<file path="src/rtl/sfp2fix_align.sv">
// rtl/sfp2fix_align.sv - Two-stage SFP group to shared-exponent fixed-point aligner
module sfp2fix_align #(
    parameter int expWidth    = 4,
    parameter int sigWidth    = 4,
    parameter int formatWidth = 9,
    parameter int low_expand  = 2,
    parameter int NUM         = 4
) (
    input  logic                                         clk,
    input  logic                                         rst_n,
    input  logic                                         in_valid,
    output logic                                         in_ready,
    input  logic [NUM*formatWidth-1:0]                   sfp_in,
    output logic                                         out_valid,
    input  logic                                         out_ready,
    output logic [NUM*(sigWidth+4+low_expand)-1:0]       fix_out,
    output logic [expWidth-1:0]                          max_exp
);

    // Lane width and aligned-magnitude width (hidden one + fraction + guard bits)
    localparam int W  = sigWidth + 4 + low_expand;
    localparam int MW = sigWidth + 1 + low_expand;

    logic                         s1_v_q, s1_v_d;
    logic [NUM*formatWidth-1:0]   s1_data_q, s1_data_d;
    logic [expWidth-1:0]          s1_max_q, s1_max_d;
    logic                         s2_v_q, s2_v_d;
    logic [NUM*W-1:0]             s2_fix_q, s2_fix_d;
    logic [expWidth-1:0]          s2_max_q, s2_max_d;

    logic                         s1_load;
    logic                         s2_load;
    logic [expWidth-1:0]          grp_max;
    logic [NUM*W-1:0]             fix_calc;
    logic [expWidth-1:0]          op_exp [NUM];
    logic [expWidth-1:0]          shift  [NUM];
    logic [MW-1:0]                mant   [NUM];
    logic [MW-1:0]                mag    [NUM];
    logic [W-1:0]                 lane   [NUM];

    // Handshake and valid-bit bookkeeping for both stages
    always_comb begin
        in_ready = !s1_v_q || !s2_v_q || out_ready;
        s1_load  = in_valid && in_ready;
        s2_load  = s1_v_q && (!s2_v_q || out_ready);

        s1_v_d = s1_v_q;
        if (s1_load) begin
            s1_v_d = 1'b1;
        end else if (s2_load) begin
            s1_v_d = 1'b0;
        end

        s2_v_d = s2_v_q;
        if (s2_load) begin
            s2_v_d = 1'b1;
        end else if (out_ready) begin
            s2_v_d = 1'b0;
        end
    end

    // Stage 1: group maximum exponent; zero operands (exp 0) can never win
    always_comb begin
        grp_max = '0;
        for (int i = 0; i < NUM; i++) begin
            if (sfp_in[i*formatWidth+sigWidth +: expWidth] > grp_max) begin
                grp_max = sfp_in[i*formatWidth+sigWidth +: expWidth];
            end
        end
        s1_data_d = s1_data_q;
        s1_max_d  = s1_max_q;
        if (s1_load) begin
            s1_data_d = sfp_in;
            s1_max_d  = grp_max;
        end
    end

    // Stage 2: right-align each mantissa to the shared exponent, then apply sign
    always_comb begin
        fix_calc = '0;
        for (int i = 0; i < NUM; i++) begin
            op_exp[i] = s1_data_q[i*formatWidth+sigWidth +: expWidth];
            shift[i]  = s1_max_q - op_exp[i];
            mant[i]   = {1'b1, s1_data_q[i*formatWidth +: sigWidth], {low_expand{1'b0}}};
            mag[i]    = (32'(shift[i]) < MW) ? (mant[i] >> shift[i]) : '0;
            if (op_exp[i] == '0) begin
                mag[i] = '0;
            end
            lane[i] = {{(W-MW){1'b0}}, mag[i]};
            // Negating a zero magnitude stays zero, so negative zero needs no special case
            if (s1_data_q[i*formatWidth+formatWidth-1]) begin
                lane[i] = -lane[i];
            end
            fix_calc[i*W +: W] = lane[i];
        end
        s2_fix_d = s2_fix_q;
        s2_max_d = s2_max_q;
        if (s2_load) begin
            s2_fix_d = fix_calc;
            s2_max_d = s1_max_q;
        end
    end

    // Pipeline registers; data is cleared on reset so outputs read zero while idle
    always_ff @(posedge clk or negedge rst_n) begin
        if (!rst_n) begin
            s1_v_q    <= 1'b0;
            s1_data_q <= '0;
            s1_max_q  <= '0;
            s2_v_q    <= 1'b0;
            s2_fix_q  <= '0;
            s2_max_q  <= '0;
        end else begin
            s1_v_q    <= s1_v_d;
            s1_data_q <= s1_data_d;
            s1_max_q  <= s1_max_d;
            s2_v_q    <= s2_v_d;
            s2_fix_q  <= s2_fix_d;
            s2_max_q  <= s2_max_d;
        end
    end

    assign out_valid = s2_v_q;
    assign fix_out   = s2_fix_q;
    assign max_exp   = s2_max_q;

endmodule

</file>
<file path="config.mk">
export PLATFORM = sky130hd
export DESIGN_NAME = sfp2fix_align
export DESIGN_NICKNAME = d
export VERILOG_FILES = /design/src/rtl/sfp2fix_align.sv
export SDC_FILE = /design/constraint.sdc
export NUM_CORES = 1
export LEC_CHECK = 0
export CORE_ASPECT_RATIO = 0.6
export CORE_UTILIZATION = 59
export DETAILED_ROUTE_END_ITERATION = 6
export GPL_ROUTABILITY_DRIVEN = 0
export GPL_TIMING_DRIVEN = 0
export PLACE_DENSITY = 0.84
export SLEW_MARGIN = 30
export SYNTH_ARGS = -nofsm -noshare
export SYNTH_HDL_FRONTEND = slang
export SYNTH_SLANG_ARGS = --single-unit
</file>
<file path="constraint.sdc">
create_clock -name clk -period 6.8 [get_ports clk]
set_clock_uncertainty 0.05 [all_clocks]
set_input_delay 1.36 -clock clk [delete_from_list [all_inputs] [get_ports clk]]
set_output_delay 1.36 -clock clk [all_outputs]
set_load 0.1 [all_outputs]
</file>
Word-level counts from Yosys, hierarchy flattened

Cells that the tools add are included.

Output and inout bits: 46
Flip-flop bits (word level): 86
Input bits: 40
Logic and storage cells: 59

Add/subtract/negate cells: 8
Reduce and logical (&&, ||, !) cells: 13
Order comparisons: 8
Mux-type cells: 20
Shift operators: 4

Operator list:

| operator                                                       | number |
|---|---|
| 2-to-1 mux 7 bit                                               | 8 |
| 2-to-1 mux 10 bit                                              | 4 |
| negator 7 -> 10 bit                                            | 4 |
| right shift 7 x 4 -> 7 bit                                     | 4 |
| logical NOT 4 bit                                              | 4 |
| < comparator 4 x 3 -> 1 bit (second input constant)            | 4 |
| 2-to-1 mux 4 bit                                               | 4 |
| subtractor 4 bit                                               | 4 |
| greater-than comparator 4 bit                                  | 3 |
| greater-than comparator 4 x 1 -> 1 bit (second input constant) | 1 |
| 2-to-1 mux 1 bit                                               | 4 |
| nonzero test 2 bit                                             | 2 |
| logical OR 1 bit                                               | 3 |
| logical AND 1 bit                                              | 2 |
| logical NOT 1 bit                                              | 2 |

Logic depth before layout (Yosys ltp)

Gate-level depths: netlist of the first run.

Word-level depth: 8
Gate-level depth with buffers: 22
Gate-level depth less buffers: 21

Worst setup path after synthesis of the first run

No wires, ideal clock.

Path type: input-to-reg
From: input sfp_in[5]
To: register s1_max_q[2]
Stages: 21
Setup time: 0.120 ns
Slack: 1.396 ns
Data required time: 6.630 ns
Path buffers: 1
Arrival: 5.235 ns
Cells stage by stage: inv_1 -> ha_1 -> nor2b_1 -> o211ai_1 -> a21oi_2 -> mux2i_1 -> ha_1 -> a21oi_1 -> a31oi_1 -> a21oi_1 -> a21bo_2 -> nor2_1 -> mux2_2 -> ha_1 -> o21a_1 -> o21a_1 -> o21ai_0 -> clkbuf_1 -> nand3_1 -> nor3_1 -> and3b_1

Word-level cells in the longest chain between the ends: 8

RTL lines:

| item                                   | RTL line | text |
|---|---|---|
| from (decl)                            | 13       | `input logic [NUM*formatWidth-1:0] sfp_in,` |
| greater-than comparator 4 x 1 -> 1 bit | 66       | `if (sfp_in[i*formatWidth+sigWidth +: expWidth] > grp_max) begin` |
| 2-to-1 mux 4 bit (*)                   | 66       |  |
| greater-than comparator 4 bit          | 66       |  |
| 2-to-1 mux 4 bit (*)                   | 66       |  |
| greater-than comparator 4 bit          | 66       |  |
| 2-to-1 mux 4 bit (*)                   | 66       |  |
| greater-than comparator 4 bit          | 66       |  |
| 2-to-1 mux 4 bit (*)                   | 66       |  |
| to (signal assigned)                   | 116      | `s1_max_q <= s1_max_d;` |
| to (decl)                              | 26       | `logic [expWidth-1:0] s1_max_q, s1_max_d;` |

Mark *: on every way between the ends. The rest lies on a longest branch, timed or not.
A chain may end at the register's enable or synchronous reset.

Worst setup path after layout of the first run

Ends and elaborated chain as after synthesis.

==> results of run 1 <==
## cells in the mapped netlist, types with 7 or more instances
library cell   n
clkbuf_1      29
a21oi_1       29
o21ai_0       63
nor2b_1       15
a31oi_1       11
nor2_1        27
o211ai_1      10
nand2b_1      12
xnor2_1       14
a21o_1         7
inv_1         30
mux2i_1        7
ha_1          27
nor3_1        10
mux2_2        38
nand2_1       89
nand3_1        9
xor2_1         8
o21a_1         8
dfrtp_1       86
## sequential cells by signal (all words and copies together), names as in the netlist
name	cells
out_valid	1
max_exp	4
s1_data_q	36
fix_out	40
s1_max_q	4
s1_v_q	1
## layout by cell type (no fill, tap or decap), types with 4 or more instances in the layout
master and count:
clkdlybuf4s50_1 84, nand2b_1 12, nor2_1 27, nor2b_1 15
xor2_1 8, or3_1 5, o211ai_1 10, clkbuf_16 9
a21o_1 7, nand2_1 89, xnor2_1 14, o2111ai_1 4
o31ai_1 5, o21a_1 8, mux2i_1 7, o21ai_0 63
nor3b_1 5, a21oi_1 29, and3_1 5, nand3_1 9
a31oi_1 11, ha_1 27, mux2_2 38, nor3_1 10
fa_1 4, clkbuf_1 29, nand3b_1 5, and2_1 4
inv_1 30, and3b_1 5, dfrtp_1 86
## cell type report
class / count / area, um2 / area share
Multi-Input combinational cell: 481 / 3270 / 0.469
Sequential cell: 86 / 2150 / 0.308
Timing Repair Buffer: 86 / 880 / 0.126
Clock buffer: 9 / 225 / 0.0323
Tap cell: 130 / 163 / 0.0233
Buffer: 33 / 126 / 0.0181
Inverter: 30 / 113 / 0.0161
Clock inverter: 7 / 50.0 / 0.00717
## layer usage
layer	GRT usage	up-vias
met5	0	-
met4	0.109	0
met3	0.0586	36
met2	0.486	269
met1	0.480	2536
li1	-	2448
## cells by family (layout without fill, tap and decap cells)
logic type / after synthesis / in the layout
flops: 86 / 86
mux: 46 / 46
simple gates: 210 / 210
buf+inv: 63 / 165
xor+xnor: 22 / 22
fa+ha+maj: 31 / 31
compound gates: 172 / 172
## power groups by stage
stage / sequential, uW / combinational, uW / clock (uW)
after floorplan: 1480 / 1180 / 0
after global placement: 760 / 2380 / 0
after detailed placement: 766 / 2470 / 0
after CTS: 758 / 2490 / 467
after global routing: 777 / 2710 / 491
final: 760 / 2530 / 462
## stage by stage
step | total power [uW] | util | hold slack [ns] | cell area [um2] | std cells
after floorplan | 2660 | - | 0.421 | 5660 | 630
after global placement | 3140 | 0.721 | 0.413 | 6680 | 845
after detailed placement | 3240 | 0.724 | 0.412 | 6700 | 846
after CTS | 3720 | 0.754 | 0.428 | 6980 | 862
after global routing | 3980 | 0.754 | 0.464 | 6980 | 862
final | 3750 | 0.754 | 0.432 | 6980 | 862
## worst min-delay path by stage
| stage | end | depth (start not counted) | startpoint |
|---|---|---|---|
| after detailed placement | max_exp[3] | 2 | max_exp[3] |
| after global placement | fix_out[17] | 2 | fix_out[17] |
| after floorplan | out_valid | 1 | s1_v_q |
| final | fix_out[33] | 2 | fix_out[33] |
| after global routing | fix_out[37] | 2 | fix_out[37] |
| after CTS | max_exp[3] | 2 | max_exp[3] |
## critical path: cells and delay by family
family	cells	cell delay (ns)
AO/OA/AOI/OAI	9	1.63
adder cells (fa/ha/maj)	3	0.93
buffers and inverters	3	0.89
AND/OR/NAND/NOR	5	0.86
multiplexers	2	0.80
==> results by group, run 1 <==
Clocking
  – Cts hold-fix bufs: 0
  – Clk_lat worst skew: 0.35 ns
  – Setup Fix Bufs, Post-CTS: 0
  – CTS Buf Count: 9
  – CTS tree: done
  – Root buf cell: clkbuf_16
  – H-tree Lvls: 3
  – Clk pin slew, worst setup/hold paths: 0.06 ns
  – Num Clock Sinks: 86
  – Post_cts resized: 0
  – CTS Buffer Depth: 2

STA
  – RSZ-0062 raised after global routing: no
  – Setup TNS: 0 ns
  – Worst-margin pin slew: 1.02 ns
  – Final hold vios: 0
  – Fmax: 159 MHz
  – # setup viols final: 0
  – Period minus WS final: 6.29 ns
  – Post-route setup slack: 0.513 ns
  – Slew Limit Fails: 0
  – Max-Slew Margin vs Limit: 0.319
  – Fin crit share: 0.925

Synthesis
  – Syn avg cell area: 8.99 um2
  – Async SR Flop Fraction: 1.00
  – #FFs+latches synth: 86
  – Mux share of post-synthesis cell area: 0.0899
  – Post-synthesis sequential area ratio: 0.380
  – Gate Count Post-Synth: 630
  – Post-synth top area share: 0.380
  – Mapped cell area: 5660 um2
  – Cell taking the most area after synthesis: dfrtp_1
  – Net Count, Synth: 701
  – Ys Warns: 0
  – XOR/XNOR Fraction of Synth Area: 0.0340
  – Main combinational cell family by area after synthesis: compound AO/OA/AOI/OAI gates
  – Netlist cell types: 63
  – Synth Area in Compound Gates: 0.194
  – Post-Synth Adder-Cell Area: 0.0738
  – Synth area leaders: dfrtp_1 (38%), mux2_2 (7.6%), ha_1 (6.0%), nand2_1 (5.9%), o21ai_0 (5.6%)
  – Main flop type after synthesis: dfrtp_1
  – Number of synthesized flops with an enable pin: 0
  – Post-Synth Simple-Gate Area: 0.186

Pwr
  – Leakage: 0.00297 uW
  – PwrDens: 538 nW/um2
  – Sequential share of power: 0.202
  – Net Sw Frac: 0.548
  – Internal: 1700 uW
  – NetSw: 2060 uW
  – Max VDD drop: 0.287 mV
  – Clock Power Share: 0.123
  – Combinational share of power: 0.674

Drt
  – Starting DRT DRC Count: 456
  – Vias per Instance: 6.14
  – Met1 wire length: 7100 um
  – Final wirelength: 15300 um
  – Drt pass-1 iters: 5
  – Routed Antenna Nets: 0
  – Highest routed layer: met4
  – Met2 Wirelength: 6740 um
  – Routed vias: 5289
  – Wire per inst: 17.8 um
  – WL met3: 1170 um
  – DRC Markers: 0

Global route
  – Global route overflow: 0
  – Largest net degree at the start of global routing: 55
  – First-pass GRT wire length: 25500 um
  – Number of global-route vias before repair: 5140
  – Initial antenna violation count: 0
  – Total track usage: 0.327

Critical path
  – Critical R2R Capture: fix_out[16]
  – CP startpoint: sfp_in[5]
  – Flop2flop setup slack: 3.04 ns
  – WP data required: 6.98 ns
  – Worst r2r path cells: 14
  – CP cell instances: clkdlybuf4s50_1, inv_1, ha_1, nor2b_1, o211ai_1, a21oi_2, mux2i_1, ha_1, a21oi_1, a31oi_1, a21oi_1, a21bo_2, nor2_1, mux2_2, ha_1, o21a_1, o21a_1, o21ai_0, clkbuf_1, nand3_1, nor3_1, and3b_1
  – Worst Setup End Kind: flip-flop
  – CP max stage cell: clkdlybuf4s50_1
  – FF-to-FF Start: s1_max_q[0]
  – Startpoint Class: input port
  – Highest net fanout along the worst path: 10
  – Worst setup endpoint: s1_max_q[2]
  – Crit path top cell by count: ha_1
  – Crit path DAT: 6.47 ns
  – Critical path class: input port to flip-flop
  – CP peak stage delay: 0.47 ns

Cells and area
  – FILL cells: 686
  – Area grow syn2layout: 23.3%
  – Post-layout nets: 798
  – Ant diodes: 0
  – Layout cells sized above 1: 0.0943

Place
  – IO buf count: 85
  – Pre-CTS worst setup slack: 0.252 ns
  – Detailed placement HPWL: 11400 um

Die
  – Die width: 128 um
  – CORE AREA: 9260 um2
  – Height of the die: 77.9 um
  – IO Pins: 86
  – Starting Density: 0.612
  – Full die area: 10000 um2
  – Rows: 27

Outcome
  – Status: finished, final reports clean

Run
  – Maxcap violations: 0

Worst hold path
  – Hold WC Path Type: flip-flop to flip-flop
(Power assumes the default switching activity.)
==> inputs of run 2 (changes only) <==
--- a/config.mk
+++ b/config.mk
@@ -5,6 +5,7 @@
 export SDC_FILE = /design/constraint.sdc
 export NUM_CORES = 1
 export LEC_CHECK = 0
+export CAP_MARGIN = 20
 export CORE_ASPECT_RATIO = 0.6
 export CORE_UTILIZATION = 59
 export DETAILED_ROUTE_END_ITERATION = 6
==> results of run 2 <==
Same layout as run 1: the final DEF is identical, and so are final timing and power.
